[src/rtl/punc_fetch_unit.sv]
// punc_fetch_unit: PUnC instruction fetch stage (PC, single-outstanding IMEM read, IR) with redirect squash, halt and read timeout
module punc_fetch_unit #(
  parameter logic [15:0] RESET_PC = 16'h0000,
  parameter int TIMEOUT = 8
) (
  input  logic        clk,
  input  logic        rst,
  input  logic        fetch_req,
  input  logic        pc_clr,
  input  logic        pc_inc,
  input  logic        pc_ld,
  input  logic [15:0] pc_ld_data,
  input  logic        halt,
  output logic        mem_r_en,
  output logic [15:0] mem_r_addr,
  input  logic [15:0] mem_r_data,
  input  logic        mem_r_valid,
  output logic [15:0] pc,
  output logic [15:0] ir,
  output logic [15:0] ir_pc,
  output logic        ir_valid,
  output logic        busy,
  output logic        halted,
  output logic        mem_err
);
  typedef enum logic [2:0] {IDLE, ISSUE, WAIT, DONE, HALTED} state_t;
  localparam int CW = $clog2(TIMEOUT + 1);
  state_t state;
  logic squash;
  logic [CW-1:0] cnt;
  logic [15:0] fetch_addr;
  logic [15:0] pc_next;
  logic redirect;
  always_comb begin
    redirect = pc_clr | pc_ld;
    pc_next = pc_clr ? RESET_PC : pc_ld ? pc_ld_data : pc_inc ? pc + 16'd1 : pc;
  end
  assign mem_r_en = state == ISSUE;
  assign mem_r_addr = pc;
  assign ir_valid = state == DONE;
  assign busy = state == ISSUE || state == WAIT;
  assign halted = state == HALTED;
  always_ff @(posedge clk) begin
    if (rst) begin
      state <= IDLE;
      pc <= RESET_PC;
      ir <= '0;
      ir_pc <= '0;
      mem_err <= 1'b0;
      squash <= 1'b0;
      cnt <= '0;
      fetch_addr <= '0;
    end else begin
      if (state != HALTED) pc <= pc_next;
      if (halt) state <= HALTED;
      else case (state)
        IDLE: if (fetch_req) state <= ISSUE;
        ISSUE: begin
          fetch_addr <= pc;
          squash <= redirect;
          cnt <= '0;
          state <= WAIT;
        end
        WAIT: begin
          cnt <= cnt + 1'b1;
          if (redirect) squash <= 1'b1;
          // a redirect in the response cycle also kills the data
          if (mem_r_valid) begin
            if (squash || redirect) state <= fetch_req ? ISSUE : IDLE;
            else begin
              ir <= mem_r_data;
              ir_pc <= fetch_addr;
              state <= DONE;
            end
          end else if (cnt == CW'(TIMEOUT - 1)) begin
            mem_err <= 1'b1;
            state <= HALTED;
          end
        end
        DONE: state <= IDLE;
        default: ;
      endcase
    end
  end
endmodule

[config.mk]
export PLATFORM = sky130hd
export DESIGN_NAME = punc_fetch_unit
export DESIGN_NICKNAME = d
export VERILOG_FILES = /design/src/rtl/punc_fetch_unit.sv
export SDC_FILE = /design/constraint.sdc
export NUM_CORES = 1
export LEC_CHECK = 0
export ABC_CLOCK_PERIOD_IN_PS = 1700
export CORE_ASPECT_RATIO = 0.75
export CORE_MARGIN = 2
export CORE_UTILIZATION = 25
export CTS_BUF_LIST = sky130_fd_sc_hd__clkbuf_4 sky130_fd_sc_hd__clkbuf_8
export CTS_CLUSTER_DIAMETER = 30
export DETAILED_ROUTE_END_ITERATION = 10
export PLACE_DENSITY_LB_ADDON = 0.3
export SLEW_MARGIN = 30
export SYNTH_ARGS = -nofsm -noshare
export SYNTH_HDL_FRONTEND = slang
export SYNTH_SLANG_ARGS = --single-unit
export TNS_END_PERCENT = 50
[constraint.sdc]
create_clock -name clk -period 1.7 [get_ports clk]
set_clock_uncertainty 0.05 [all_clocks]
set_input_delay 0.255 -clock clk [delete_from_list [all_inputs] [get_ports clk]]
set_output_delay 0.255 -clock clk [all_outputs]
set_load 0.1 [all_outputs]
# After elaboration in Yosys (flattened, before gate mapping)
# Index checks and enable logic that the tools add are counted.
[word_totals]
wordCells = 55
reg_bits = 73
output_inout_bits = 69
input_bits = 40
[op_classes]
mux = 13
addsub = 2
eq_ne = 11
reduce_logical = 16
bitwise_logic = 4
[ops]
columns = ["operator", "n"]
rows = [
  ["16-bit two-way mux", 3],
  ["16-bit by 1-bit adder with 16-bit output (second input constant)", 1],
  ["3-bit two-way mux", 4],
  ["3-bit case mux with 4 select lines", 1],
  ["3-bit AND reduction", 3],
  ["4-bit case mux with 2 select lines", 1],
  ["4-bit AND reduction", 2],
  ["3-bit by 2-bit == test with 1-bit output (second input constant)", 2],
  ["3-bit != test (second input constant)", 2],
  ["2-bit AND reduction", 3],
  ["5-bit nonzero test", 1],
  ["4-bit by 1-bit adder with 4-bit output (second input constant)", 1],
  ["4-bit by 3-bit == test with 1-bit output (second input constant)", 1],
  ["2-bit != test (second input constant)", 2],
  ["4-bit by 3-bit != test with 1-bit output (second input constant)", 1],
  ["4-bit nonzero test", 1],
  ["3-bit by 1-bit == test with 1-bit output (second input constant)", 1],
  ["3-bit == test (second input constant)", 1],
  ["3-bit zero test", 1],
  ["3-bit by 2-bit != test with 1-bit output (second input constant)", 1],
  ["1-bit inverter", 3],
  ["3-bit nonzero test", 1],
  ["1-bit logical OR", 2],
  ["1-bit two-way mux", 2],
  ["other kinds (5)", 5],
]

# Longest topological paths before layout
[logic_depth]
depth_word = 6
ltp_mapped = 8
ltp_nobuf = 6

# Worst setup path after synthesis
# Ideal clock, no wire load.
[synth_timing]
kind = "register to register"
from = "register pc[0] (netlist: mem_r_addr[0])"
to = "register pc[14] (netlist: mem_r_addr[14])"
path_buffers = 0
synth_period_minus_slack_ns = 2.509
arrival_ns = 2.331
setup_time_ns = 0.128
t_required_ns = 1.522
setup_slack_ns = -0.809
stages_incl_launch_ff = 7
path_cell_list = "dfxtp_1 > ha_1 > nand3_1 > nor4_1 > xor2_1 > a222oi_1 > nor2_1"
[synth_between]
elab_chain_len = 4
[synth_rtl]
columns = ["item", "line", "source"]
rows = [
  ["from (decl)", "18", "output logic [15:0] pc,"],
  ["from (signal assigned)", "54", "if (state != HALTED) pc <= pc_next;"],
  ["16-bit by 1-bit adder with 16-bit output", "36", "pc_next = pc_clr ? RESET_PC : pc_ld ? pc_ld_data : pc_inc ? pc + 16'd1 : pc;"],
  ["16-bit two-way mux (3 in series)", "36", ""],
]
# No other way between the ends. The select of a mux whose other input is x is not followed.
# A chain may end at the register's enable or synchronous reset.

# Final worst setup path
[layout_timing]
from = "register state[2]"
to = "output port ir_valid"
[layout_between]
elab_chain_len = 1
[layout_rtl]
columns = ["item", "line", "source"]
rows = [
  ["from (decl)", "28", "state_t state;"],
  ["from (signal assigned)", "69", "if (squash || redirect) state <= fetch_req ? ISSUE : IDLE;"],
  ["3-bit by 2-bit == test with 1-bit output", "40", "assign ir_valid = state == DONE;"],
  ["to (decl)", "21", "output logic ir_valid,"],
]
# No other way between the ends.

==> results_dict.tcl <==
set metrics [dict create \
    place_hpwl_um 8100 \
    fillers 1214 \
    status "finished, violations left" \
    fin_crit_sh_pct 104 \
    p_leak_nw 2.14 \
    htree_levels 3 \
    layout.cells.non_filler 735 \
    hold_depth 2 \
    tns_ps -271 \
    grt_pass1_vias 3391 \
    place.port_buffers 108 \
    timing.fmax_mhz 565 \
    cts_inserted_buffers 9 \
    die_y_um 103 \
    synth_compound_area_share_pct 17.6 \
    die_w_um 136 \
    slew_violations 0 \
    postSynthAreaPerCell_um2 7.69 \
    synth_ff_type "dfxtp_1" \
    drt_pass1_iterations 6 \
    num-nets-final 601 \
    cts_hold_buf 0 \
    path_class "reg -> out" \
    wl_met1_um 4790 \
    ir_worst_vdd_v 0.000370 \
    clk_pin_slew_worst_paths_ps 80 \
    die-area_um2 13900 \
    reg2reg_depth 5 \
    critPathRequiredTime_ps 1390 \
    antenna_found_initial 0 \
    drc_errors 0 \
    critPathLaunchType "flip-flop" \
    areaGrowthSynthToFinish_pct 79.6 \
    ant_nets 0 \
    yosys.area_share.simple_pct 25.9 \
    tightestPinTransition_ps 522 \
    netlist.area_leader.share_pct 45.0 \
    p_per_area_nw_per_um2 660 \
    synthAdderAreaFrac_pct 0.771 \
    min_period_ps 1770 \
    cts_num_sinks 73 \
    vias 3452 \
    hp-start "rst" \
    final_util_pct 45.4 \
    multi_input_area_um2 1600 \
    grt_pass1_wl_um 17000 \
    hp-class "in -> reg" \
    cp_max_fo 3 \
    r2r_slack_ps -20 \
    yosys.area.top_type "dfxtp_1" \
    io_pins 109 \
    final_cell_area_um2 5830 \
    synthArstFlopShare_pct 0 \
    seqCellArea_um2 1500 \
    rsz0062_at_grt "true" \
    grt_util_all_layers_pct 15.7 \
    yosys.area_share.xor_xnor_pct 2.16 \
    initial_utilization_pct 25.3 \
    layout_common_cells "nand2_1, buf_12, a21oi_1" \
    power_mw 3.85 \
    drtIter0Drc 169 \
    setup_viol 6 \
    dr_wl_met3_um 898 \
    yosysSeqAreaShare_pct 45.0 \
    r2r_end "mem_r_addr[14]$_SDFFE_PP0P_" \
    syn-cell-area_um2 3240 \
    num_antenna_cells 0 \
    slew_headroom_pct 65.2 \
    synth_top_family_by_area "simple AND/OR/NAND/NOR gates" \
    synthCells 422 \
    setup_slack_ps -70.3 \
    hold_viol 0 \
    grt_max_degree 46 \
    cts_root_buffer "clkbuf_8" \
    rows 36 \
    whs_endpoint "mem_r_addr[14]$_SDFFE_PP0P_" \
    synth_cell_types 46 \
    cts_tree "done" \
    grt-ovfl-total 0 \
    viasPerCell 4.70 \
    highest_layer "met4" \
    hold_slack_ps 260 \
    gp_congestion 0.929 \
    cts_buffer_depth 2 \
    muxShareOfSynthArea_pct 0.309 \
    synthTopCellsByArea "dfxtp_1, nand2_1, a21oi_1" \
    clk_latency_ps 350 \
    placed_cell_area_um2 5500 \
    dr_wl_met2_um 5060 \
    violations "setup timing" \
    maxCapViolCount 0 \
    pre_cts_slack_ps -219 \
    syn-num-nets 464 \
    synth_edf_count 0 \
    ys_ff_latch 73 \
    place_inst 711 \
    yosysWarnings 0 \
    core_area_um2 12800 \
    totalWireLength_um 10900 \
    endpoint_kind "output pin" \
    drive_above_1_share_pct 32.4 \
    cp_data_arrival_time_ps 1470 \
    final_common_cell "nand2_1" \
    worstReg2RegStart "state[2]$_SDFFE_PP0P_" \
    routedWlPerCell_um 14.8 \
]
[power by group]
part           internal [mW]  switching [mW]
clock                  0.708           0.646
sequential              1.72          0.0217
combinational          0.319           0.429
[cell type report]
class,count,area share (%)
timing repair buffer,167,39.2
multi-input combinational,301,27.4
sequential,73,25.7
tap,171,3.67
clock buffer,11,2.38
clock inverter,5,0.966
inverter,7,0.666
[how the worst max path moves through the flow]
| stage | from | to | slack (ps) |
|---|---|---|---|
| 2_1_floorplan | mem_r_addr[7]$_SDFFE_PP0P_ | mem_r_addr[14]$_SDFFE_PP0P_ | -250 |
| 3_3_place_gp | pc_ld | ir_pc[0]$_SDFFE_PP0P_ | -170 |
| 3_5_place_dp | pc_ld | mem_r_addr[6]$_SDFFE_PP0P_ | -220 |
| 4_1_cts | state[2]$_SDFFE_PP0P_ | ir_valid | -120 |
| 5_1_grt | mem_r_addr[1]$_SDFFE_PP0P_ | mem_r_addr[14]$_SDFFE_PP0P_ | -160 |
| 6_report | state[2]$_SDFFE_PP0P_ | ir_valid | -70 |
[cells by family after synthesis]
family | Yosys count
compound gates | 100
xor+xnor | 8
fa+ha+maj | 2
buf+inv | 48
flops | 73
mux | 1
simple gates | 190
[registers in the layout, indices dropped and copies added (netlist names)]
signal	count
squash	1
state	3
mem_err	1
mem_r_addr	16
ir_pc	16
cnt	4
ir	16
fetch_addr	16
[cells in the mapped netlist, drive strengths merged (6+ instances only)]
| library cell | number |
|---|---|
| o21ai | 11 |
| nand2 | 114 |
| nand3 | 9 |
| inv | 6 |
| nor2 | 27 |
| a21oi | 61 |
| a22oi | 11 |
| nor3 | 14 |
| buf | 23 |
| dfxtp | 73 |
| clkbuf | 18 |
[per-layer routing]
layer | global-route usage (%) | up-vias
met5 | 0 | -
met4 | 4.89 | 0
met3 | 5.85 | 12
met2 | 25.4 | 112
met1 | 19.7 | 1638
li1 | - | 1690
[timing repair]
action / 4_1_cts / 5_1_grt
endpoints found under the setup margin: 4 / 16
setup buffers: 4 / 3
cloned: 0 / 1
resized for setup: 8 / 14
pin swaps: 3 / 2
hold endpoints to repair: 0 / 0
[worst max-delay path, cell delays in order (launching register included)]
cell and delay (ps):
dfxtp_4 360, buf_6 110, or2b_1 250, buf_6 130
nor2_4 90, buf_12 180
Note: power is estimated with default switching activity, not from simulation.
